File: src/rtl/red_pitaya_daisy_pkg.sv
// Shared types and constants for the daisy-chain TX framer.
package red_pitaya_daisy_pkg;

  typedef enum logic [1:0] {
    StDis   = 2'd0,
    StTrain = 2'd1,
    StSync  = 2'd2,
    StData  = 2'd3
  } frm_state_e;

  // Origin of the word held in the output register, used for statistics.
  typedef enum logic [1:0] {
    KindNone  = 2'd0,
    KindTrain = 2'd1,
    KindSync  = 2'd2,
    KindData  = 2'd3
  } word_kind_e;

  localparam logic [15:0] TRAIN_WORD_DEF = 16'h00FF;
  localparam logic [15:0] SYNC_WORD_DEF  = 16'hA55A;
  localparam int unsigned FRM_CNT_W      = 16;

endpackage

File: src/rtl/red_pitaya_daisy_fifo.sv
// Show-ahead FIFO with synchronous flush; head word is visible on rdat while non-empty.
module red_pitaya_daisy_fifo #(
  parameter int unsigned AW = 3,
  parameter int unsigned DW = 16
) (
  input  logic          clk,
  input  logic          rst_n,
  input  logic          flush,
  input  logic          wr,
  input  logic [DW-1:0] wdat,
  input  logic          rd,
  output logic [DW-1:0] rdat,
  output logic          full,
  output logic          empty,
  output logic [AW:0]   cnt
);

  localparam int unsigned  Depth  = 2 ** AW;
  localparam logic [AW:0]  DepthC = (AW + 1)'(Depth);

  logic [DW-1:0] mem [Depth];
  logic [AW-1:0] wptr_q, rptr_q;
  logic [AW:0]   cnt_q;
  logic          do_wr, do_rd;

  assign full  = (cnt_q == DepthC);
  assign empty = (cnt_q == '0);
  assign do_wr = wr && !full && !flush;
  assign do_rd = rd && !empty && !flush;
  assign rdat  = mem[rptr_q];
  assign cnt   = cnt_q;

  always_ff @(posedge clk) begin
    if (do_wr) mem[wptr_q] <= wdat;
  end

  always_ff @(posedge clk or negedge rst_n) begin
    if (!rst_n) begin
      wptr_q <= '0;
      rptr_q <= '0;
      cnt_q  <= '0;
    end else if (flush) begin
      wptr_q <= '0;
      rptr_q <= '0;
      cnt_q  <= '0;
    end else begin
      if (do_wr) wptr_q <= wptr_q + 1'b1;
      if (do_rd) rptr_q <= rptr_q + 1'b1;
      unique case ({do_wr, do_rd})
        2'b10:   cnt_q <= cnt_q + 1'b1;
        2'b01:   cnt_q <= cnt_q - 1'b1;
        default: cnt_q <= cnt_q;
      endcase
    end
  end

endmodule

File: src/rtl/red_pitaya_daisy_tx_frm.sv
// Daisy-chain TX framer: buffers user words and emits training, sync and data words
// toward the serializer under its ready handshake.
module red_pitaya_daisy_tx_frm
  import red_pitaya_daisy_pkg::*;
#(
  parameter int unsigned FIFO_AW    = 3,
  parameter int unsigned FRM_LEN    = 256,
  parameter logic [15:0] TRAIN_WORD = TRAIN_WORD_DEF,
  parameter logic [15:0] SYNC_WORD  = SYNC_WORD_DEF
) (
  input  logic        par_clk_i,
  input  logic        par_rstn_i,
  input  logic        cfg_en_i,
  input  logic        cfg_train_i,
  input  logic        usr_dv_i,
  input  logic [15:0] usr_dat_i,
  output logic        usr_rdy_o,
  input  logic        par_rdy_i,
  output logic        par_dv_o,
  output logic [15:0] par_dat_o,
  output logic [31:0] stat_words_o,
  output logic [15:0] stat_frames_o
);

  localparam logic [FRM_CNT_W-1:0] FrmLen = FRM_LEN[FRM_CNT_W-1:0];

  frm_state_e             state_q, state_d;
  word_kind_e             kind_q, kind_d;
  logic                   dv_q, dv_d;
  logic [15:0]            dat_q, dat_d;
  logic [FRM_CNT_W-1:0]   frm_cnt_q, frm_cnt_d, frm_cnt_inc;
  logic [31:0]            words_q;
  logic [15:0]            frames_q;

  logic                   fifo_wr, fifo_rd, fifo_flush, fifo_full, fifo_empty;
  logic [15:0]            fifo_rdat;
  logic [FIFO_AW:0]       fifo_cnt_unused;
  logic                   load, accept;

  assign load        = !dv_q || par_rdy_i;
  assign accept      = dv_q && par_rdy_i;
  assign frm_cnt_inc = frm_cnt_q + 1'b1;

  // Writes are refused while disabled because the FIFO is held flushed there.
  assign usr_rdy_o = cfg_en_i && !fifo_full && (state_q != StDis);
  assign fifo_wr   = usr_dv_i && usr_rdy_o;

  red_pitaya_daisy_fifo #(
    .AW (FIFO_AW),
    .DW (16)
  ) u_fifo (
    .clk   (par_clk_i),
    .rst_n (par_rstn_i),
    .flush (fifo_flush),
    .wr    (fifo_wr),
    .wdat  (usr_dat_i),
    .rd    (fifo_rd),
    .rdat  (fifo_rdat),
    .full  (fifo_full),
    .empty (fifo_empty),
    .cnt   (fifo_cnt_unused)
  );

  always_comb begin
    state_d    = state_q;
    kind_d     = kind_q;
    dv_d       = dv_q;
    dat_d      = dat_q;
    frm_cnt_d  = frm_cnt_q;
    fifo_rd    = 1'b0;
    fifo_flush = 1'b0;

    // A taken word empties the register unless the state below refills it.
    if (accept) begin
      dv_d   = 1'b0;
      dat_d  = '0;
      kind_d = KindNone;
    end

    if (!cfg_en_i) begin
      state_d    = StDis;
      dv_d       = 1'b0;
      dat_d      = '0;
      kind_d     = KindNone;
      fifo_flush = 1'b1;
    end else begin
      unique case (state_q)
        StDis: begin
          fifo_flush = 1'b1;
          state_d    = cfg_train_i ? StTrain : StSync;
        end
        StTrain: begin
          if (load) begin
            if (cfg_train_i) begin
              dv_d   = 1'b1;
              dat_d  = TRAIN_WORD;
              kind_d = KindTrain;
            end else begin
              state_d = StSync;
            end
          end
        end
        StSync: begin
          if (load) begin
            dv_d      = 1'b1;
            dat_d     = SYNC_WORD;
            kind_d    = KindSync;
            frm_cnt_d = '0;
            state_d   = StData;
          end
        end
        StData: begin
          if (load) begin
            if (cfg_train_i) begin
              state_d = StTrain;
            end else if (!fifo_empty) begin
              fifo_rd   = 1'b1;
              dv_d      = 1'b1;
              dat_d     = fifo_rdat;
              kind_d    = KindData;
              frm_cnt_d = frm_cnt_inc;
              if (frm_cnt_inc == FrmLen) state_d = StSync;
            end
          end
        end
        default: state_d = StDis;
      endcase
    end
  end

  always_ff @(posedge par_clk_i or negedge par_rstn_i) begin
    if (!par_rstn_i) begin
      state_q   <= StDis;
      kind_q    <= KindNone;
      dv_q      <= 1'b0;
      dat_q     <= '0;
      frm_cnt_q <= '0;
      words_q   <= '0;
      frames_q  <= '0;
    end else begin
      state_q   <= state_d;
      kind_q    <= kind_d;
      dv_q      <= dv_d;
      dat_q     <= dat_d;
      frm_cnt_q <= frm_cnt_d;
      if (accept && kind_q == KindData) words_q  <= words_q + 1'b1;
      if (accept && kind_q == KindSync) frames_q <= frames_q + 1'b1;
    end
  end

  assign par_dv_o      = dv_q;
  assign par_dat_o     = dat_q;
  assign stat_words_o  = words_q;
  assign stat_frames_o = frames_q;

endmodule

File: config.mk
export PLATFORM = sky130hd
export DESIGN_NAME = red_pitaya_daisy_tx_frm
export DESIGN_NICKNAME = d
export VERILOG_FILES = /design/src/rtl/red_pitaya_daisy_pkg.sv /design/src/rtl/red_pitaya_daisy_fifo.sv /design/src/rtl/red_pitaya_daisy_tx_frm.sv
export SDC_FILE = /design/constraint.sdc
export NUM_CORES = 1
export LEC_CHECK = 0
export BUFFER_PORTS_ARGS = -buffer_cell sky130_fd_sc_hd__buf_2
export CAP_MARGIN = 20
export CORE_UTILIZATION = 45
export CTS_CLUSTER_DIAMETER = 200
export DETAILED_ROUTE_END_ITERATION = 16
export PLACE_DENSITY = 0.63
export SYNTH_ARGS = -nofsm -noshare
export SYNTH_HDL_FRONTEND = slang
export SYNTH_SLANG_ARGS = --single-unit
File: constraint.sdc
create_clock -name par_clk_i -period 6.6 [get_ports par_clk_i]
set_input_delay 0.99 -clock par_clk_i [delete_from_list [all_inputs] [get_ports par_clk_i]]
set_output_delay 0.99 -clock par_clk_i [all_outputs]
set_load 0.005 [all_outputs]
## Word level (Yosys, flattened, before mapping)

Memories as Yosys holds them, arrays and structs flattened.
Index checks and enable logic that the tools add are counted.

| cells by class | value |
|---|---|
| mux-type cells | 57 |
| equality and inequality tests | 19 |
| reductions and logical operators | 24 |
| add/subtract/negate cells | 7 |

Operators with widths:

| kind | count |
|---|---|
| $mux W16 | 12 |
| $pmux W16 S3 | 1 |
| $mux W2 | 17 |
| $add A16 B1 Y16 const B | 2 |
| $add A32 B1 Y32 const B | 1 |
| $pmux W16 S2 | 1 |
| $mux W1 | 17 |
| $eq A16 B9 Y1 const B | 1 |
| $mux W3 | 4 |
| $ne A3 B3 Y1 const B | 4 |
| $reduce_and A6 Y1 | 2 |
| $eq A2 B2 Y1 const B | 5 |
| $logic_and A1 B1 Y1 | 10 |
| $ne A2 B2 Y1 const B | 4 |
| $ne A4 B4 Y1 const B | 2 |
| $pmux W2 S4 | 1 |
| $pmux W4 S2 | 1 |
| $reduce_bool A2 Y1 | 4 |
| $add A3 B1 Y3 const B | 2 |
| $pmux W2 S3 | 1 |
| $add A4 B1 Y4 const B | 1 |
| $eq A2 B1 Y1 const B | 2 |
| $eq A4 B4 Y1 const B | 1 |
| $logic_not A1 Y1 | 4 |
| 7 further kinds | 7 |

| storage, ports and cells | value |
|---|---|
| memories kept | 1 |
| input bits | 22 |
| register bits | 95 |
| output and inout bits | 66 |
| RAM bits | 128 |

Memories:

| memory | words | width | read ports | clocked after memory_dff | write ports | line | source |
|---|---|---|---|---|---|---|---|
| u_fifo.mem | 8 | 16 | 1 | 0 | 1 | red_pitaya_daisy_fifo.sv:21 | `logic [DW-1:0] mem [Depth];` |

## Longest topological paths before layout

| depth | value |
|---|---|
| depth in word-level cells | 11 |
| gate-level depth with buffers | 13 |
| mapped depth without buffers | 12 |

## Cells and area by module

A second synthesis with hierarchy kept.

| unflattened totals | value |
|---|---|
| cells, all modules | 706 |
| area total of the unflattened synthesis | 9836.9 sq um |

By module, submodules not included:

| module | area each (sq um) | times used | cells each | seq. area each (sq um) |
|---|---|---|---|---|
| red_pitaya_daisy_fifo | 5491.5 | 1 | 264 | 4093.9 |
| red_pitaya_daisy_tx_frm | 4345.4 | 1 | 442 | 2127.0 |

## Worst setup path before layout

OpenSTA, ideal clock, no wires.

| timing | value |
|---|---|
| path kind | input-to-reg |
| start | input cfg_en_i |
| end | memory u_fifo.mem[2][0] (enable) |
| buffers on the path | 0 |
| setup slack | 2.917 ns |
| required time | 6.164 ns |
| stages | 3 |
| setup time | 0.436 ns |
| arrival time | 3.247 ns |
| cells stage by stage | nand2b_1 a211o_1 nor4b_1 |

| on the way | value |
|---|---|
| cells in the longest elaborated chain, start to end | 7 |

Ends and longest elaborated chain:

| element | line | source |
|---|---|---|
| from (decl) | red_pitaya_daisy_tx_frm.sv:13 | `input logic cfg_en_i,` |
| $logic_and A1 B1 Y1 (2 in a row) | red_pitaya_daisy_tx_frm.sv:45 | `assign usr_rdy_o = cfg_en_i && !fifo_full && (state_q != StDis);` |
| $logic_and A1 B1 Y1 | red_pitaya_daisy_tx_frm.sv:46 | `assign fifo_wr = usr_dv_i && usr_rdy_o;` |
| $logic_and A1 B1 Y1 | red_pitaya_daisy_fifo.sv:28 | `assign do_wr = wr && !full && !flush;` |
| $logic_and A1 B1 Y1 (*) | red_pitaya_daisy_fifo.sv:28 |  |
| $mux W1 (*) | red_pitaya_daisy_fifo.sv:34 | `if (do_wr) mem[wptr_q] <= wdat;` |
| $mux W1 (implied by the code) (*) | red_pitaya_daisy_fifo.sv:34 |  |
| to (decl) | red_pitaya_daisy_fifo.sv:21 |  |

Mark *: on every way between the ends. The rest lies on a longest branch, timed or not.

## Final worst setup path

| timing | value |
|---|---|
| start | register state_q[1] |
| end | register u_fifo.cnt_q[3], in the netlist u_fifo.cnt[3] |

| on the way | value |
|---|---|
| cells in the longest elaborated chain, start to end | 8 |

Ends and longest elaborated chain:

| element | line | source |
|---|---|---|
| from (decl) | red_pitaya_daisy_tx_frm.sv:27 | `frm_state_e state_q, state_d;` |
| from (signal assigned) | red_pitaya_daisy_tx_frm.sv:133 | `state_q <= StDis;` |
| from (signal assigned) | red_pitaya_daisy_tx_frm.sv:141 | `state_q <= state_d;` |
| $eq A2 B2 Y1 (tied with other cells) | red_pitaya_daisy_tx_frm.sv:87 | `unique case (state_q)` |
| $mux W1 or $logic_and A1 B1 Y1 (tied branches) | red_pitaya_daisy_tx_frm.sv:87, red_pitaya_daisy_tx_frm.sv:45 |  |
| $mux W1 or $logic_and A1 B1 Y1 (tied branches) | red_pitaya_daisy_tx_frm.sv:80, red_pitaya_daisy_tx_frm.sv:46 |  |
| $logic_and A1 B1 Y1 (tied with other cells) | red_pitaya_daisy_fifo.sv:29 | `assign do_rd = rd && !empty && !flush;` |
| $logic_and A1 B1 Y1 (on tied branches) | red_pitaya_daisy_fifo.sv:29, red_pitaya_daisy_fifo.sv:28 |  |
| $eq A2 B1 Y1 or $eq A2 B2 Y1 (tied branches) | red_pitaya_daisy_fifo.sv:49 | `unique case ({do_wr, do_rd})` |
| $pmux W4 S2 | red_pitaya_daisy_fifo.sv:49 |  |
| $mux W4 | red_pitaya_daisy_fifo.sv:42 | `end else if (flush) begin` |
| to (signal assigned) | red_pitaya_daisy_fifo.sv:50 | `2'b10: cnt_q <= cnt_q + 1'b1;` |
| to (signal assigned) | red_pitaya_daisy_fifo.sv:51 | `2'b01: cnt_q <= cnt_q - 1'b1;` |
| to (signal assigned) | red_pitaya_daisy_fifo.sv:52 | `default: cnt_q <= cnt_q;` |
| to (decl) | red_pitaya_daisy_fifo.sv:23 | `logic [AW:0] cnt_q;` |

Several ways; a longest one is shown, not always the timed one.
A chain may end at the register's enable or synchronous reset.

==> impl_results.md <==
- Run status: complete, but fails checks
- Violations in the final reports: DRC
- Max transition margin: 33.2%
- Maximum cell stage delay along the critical path: about 0.55 ns
- Final Instance Count excl. Fillers: around 1100
- Fraction of registers with async set or reset after synthesis: ~43%
- Arrival time worst endpoint: about 4 ns
- Number of primary I/O pins: 88
- Placeable core area: 22000 µm²
- Count of cells resized by post-cts repair: 0
- Share of synthesized area occupied by flip-flops and latches: roughly 60%
- Total leakage power: about 4.6 nW
- Worst EP required: about 7 ns
- Routability cong.: 0.856
- Layout filler cell count: approximately 1800
- Max Fanout on Critical Path: 17
- Clock tree root buffer cell: clkbuf_16
- Worst slack at placement: 2.75 ns
- Library cells used by synthesis: 70
- Share of total power consumed by net switching: roughly a quarter
- Clock transition at the registers of the reported paths: approximately 0.06 ns
- Layout cell share with drive strength beyond 1: roughly 24%
- Count of antenna diodes in the layout: 0
- Buffers on Ports: between 80 and 90
- CTS tree: done
- Final setup violation count: 0
- Critical path origin: state_q[1]$_DFFE_PN0P_
- Master of the slowest instance on the critical path: ha_1
- Maximum capacitance violations: 0
- Die height: between 150 and 200 µm
- Final-layout worst hold slack: 0.379 ns
- Die area: between 20000 and 25000 µm²
- Number of buffers added by the clock tree synthesis step: 24
- Hold Fails Final Rpt: 0
- Switch Pwr: approximately 0.0008 W
- Largest vdd supply drop: 0.000208 V
- Avg Cell Area, Syn: between 10 and 15 µm²
- Post-route antenna net violation count: 0
- Later-pin clock latency in the skew report: approximately 0.51 ns
- Vias: 6326
- Via count normalized by instance count: ~5.5
- Post-route DRC: 9
- Area taken by multi-input logic gates: ~3700 µm²
- Dominant delay contributor by cell family on the critical path: compound AO/OA/AOI/OAI gates
- Cells after synthesis: roughly 770
- Smallest setup slack after layout: ~3.1 ns
- Hold Crit Class: in -> async
- Final HPWL from detailed placement: roughly 14000 µm
- Post-detailed-routing wire length: 21300 µm
- Peak clock frequency supported by timing: around 280 MHz
- Pre-Repair DR Iteration Count: 10
- CP Class: reg -> reg
- Iteration-0 DRC Markers: between 300 and 400
- Pin count of the biggest net entering global routing: approximately 70
- Total number of clock tree sinks: approximately 220
- Setup slack of the worst register-to-register path: a little over 3 ns
- Average wire per cell in the routed design: about 19 µm
- Via count of the first global-routing pass: between 6000 and 7000
- Mapped Nets: 800
- Row Count: 54
- Endpoint class of the critical path: flop
- Final setup TNS: 0 ns
- Floorplan die width: 152 µm
- Final global-route overflow total: 0
- Global-route wire length before repair: about 34000 µm
- Synthesis-stage register bit count: approximately 220
- Actual transition at the worst max-transition pin: approximately 1.0 ns
- Count of buffer and inverter cells on the critical path: 1
- Post-synth EDFFs: roughly 130
- Placed cell count: between 1000 and 1500
- Initial standard-cell utilization of the core: a little under half
- Area used by sequential logic in the layout: between 6000 and 7000 µm²
- Final Max Tran Viols: 0
- Final critical path time including I/O delays and setup: 3.55 ns
- Aggregate global-route resource usage: between 10% and 20%
- Post-synth design cell area: a little over 10000 µm²
- Type of element launching the critical path: flop
- Total internal power: 0.00248 W
- Part of the power in the clock network: a little over two fifths
- Clock Skew: 0.00809 ns
- CTS H-tree lvls: 1
- Power density of the placed cells: 280 nW/µm²
- Share of total power in sequential cells: ~48%
- Worst R2R Start: state_q[1]$_DFFE_PN0P_
- Layout overhead on the synthesized area: 14.8%
- Setup repair bufs after CTS: 0
- Maximum buffer depth of the clock tree: 3
- Syn. warnings: 0
- Combinational Power Share: 10.3%
- Post-route clock period utilization: about 54%
- Leading register cell type out of synthesis: edfxtp_1
- Count of hold buffers inserted by post-cts repair: 0
- Crit path cell chain: inv_1 > ha_1 > nand2b_1 > a211o_1 > nand2_1 > nor2_1 > ha_1 > a21o_1 > a21oi_1 > nor2_1 > a211oi_1 > a21oi_1
- Antenna violations before repair: 1
- Setup repair after global routing missed its margin: false
- Net count, final: between 800 and 900
layout make-up:
class | count | area share, %
Sequential cell | 223 | 53.2
Multi-Input combinational cell | 492 | 32.0
Clock buffer | 32 | 5.82
Timing Repair Buffer | 99 | 4.52
Tap cell | 280 | 3.00
Clock inverter | 10 | 1.15
Inverter | 10 | 0.321
power by group through the flow:
stage	Sequential [W]	Combinational [W]	Clock, W
floorplan	0.00158	0.000229	0
global placement	0.00160	0.000335	0
detailed placement	0.00160	0.000335	0
CTS	0.00157	0.000338	0.00140
global route	0.00158	0.000379	0.00146
finish	0.00157	0.000336	0.00136
cell usage in the layout (no fill, tap or decap), types with 5 or more instances in the layout:
| master | n |
|---|---|
| xor2_1 | 19 |
| clkbuf_16 | 24 |
| edfxtp_1 | 128 |
| mux2i_1 | 7 |
| nand3_1 | 23 |
| nor2_1 | 49 |
| nand3_2 | 5 |
| dfrtp_1 | 94 |
| ha_1 | 12 |
| o21ai_1 | 5 |
| clkbuf_8 | 5 |
| a21oi_1 | 36 |
| and3_1 | 13 |
| nand2b_1 | 8 |
| and2_1 | 11 |
| mux4_2 | 32 |
| o21ai_0 | 32 |
| buf_2 | 86 |
| mux2_2 | 12 |
| a31oi_1 | 9 |
| nor3_1 | 6 |
| o22ai_1 | 6 |
| inv_1 | 10 |
| nor4_1 | 6 |
| nor2b_1 | 6 |
| buf_4 | 12 |
| nand2_1 | 73 |
| nand4_1 | 12 |
| xnor2_1 | 35 |
logic make-up (layout without fill, tap and decap cells):
| family | after synthesis | after routing | share of synthesized area (%) |
|---|---|---|---|
| muxes | 51 | 51 | 9.10 |
| buffers and inverters | 50 | 151 | 2.54 |
| DFF | 223 | 223 | 61.1 |
| and+or+nand+nor | 247 | 247 | 13.1 |
| xor gates and xnor gates | 54 | 54 | 4.65 |
| AOI/OAI and AO/OA | 127 | 127 | 7.84 |
| adders and majority gates | 13 | 13 | 1.67 |
metal layers:
metal / wire length, µm / global-route usage [%] / part of all wire (%) / up-vias
li1: - / - / - / 3040
met1: 9680 / 25.7 / 45 / 3124
met2: 10300 / 31.1 / 48 / 131
met3: 960 / 2.96 / 4.5 / 29
met4: 328 / 4.03 / 1.5 / 2
met5: 13 / 0 / 0.061 / -
final timing paths:
check,cells past startpoint,endpoint
worst max-delay path,12,u_fifo.cnt[3]$_DFFE_PN0P_
worst min-delay path,1,frm_cnt_q[4]$_DFFE_PN0P_
worst max register to register,12,u_fifo.cnt[3]$_DFFE_PN0P_
worst min register to register,1,stat_words_o[31]$_DFFE_PN0P_
max in group asynchronous,2,stat_words_o[30]$_DFFE_PN0P_
min in group par_clk_i,1,stat_words_o[31]$_DFFE_PN0P_
synthesized netlist by cell type (4+ instances only):
library cell	instances	area (µm²)
a211oi_1	4	30.0
a21oi_1	36	180
a31oi_1	9	56.3
a32oi_1	4	35.0
and2_1	11	68.8
and3_1	13	81.3
buf_2	11	55.1
buf_6	6	67.6
clkbuf_1	18	67.6
dfrtp_1	95	2380
edfxtp_1	128	3840
ha_1	12	150
inv_1	10	37.5
mux2_2	12	135
mux2i_1	7	70.1
mux4_2	32	721
nand2_1	73	274
nand2b_1	8	50.1
nand3_1	23	115
nand3_2	5	50.1
nand4_1	12	75.1
nor2_1	49	184
nor2b_1	6	37.5
nor3_1	9	45.0
nor3b_1	4	30.0
nor4_1	7	43.8
o21ai_0	32	160
o21ai_1	5	25.0
o22ai_1	6	37.5
o31ai_1	4	30.0
xnor2_1	35	307
xor2_1	19	166
metrics by stage:
| stage | util (%) | instance area [µm²] | total power (W) |
|---|---|---|---|
| finish | 53.1 | 11700 | 0.00327 |
| global route | 53.1 | 11700 | 0.00341 |
| CTS | 53.0 | 11700 | 0.00331 |
| detailed placement | 49.3 | 10900 | 0.00193 |
| global placement | 49.3 | 10900 | 0.00193 |
| floorplan | - | 10200 | 0.00181 |
registers in the layout, indices dropped and copies added, names as in the netlist, 3 cells and up:
name / flops
stat_frames_o: 16
u_fifo.rptr_q: 3
par_dat_o: 16
u_fifo.cnt: 4
frm_cnt_q: 16
u_fifo.mem: 128
u_fifo.wptr_q: 3
stat_words_o: 32
Power figures use the tool's default switching activity.
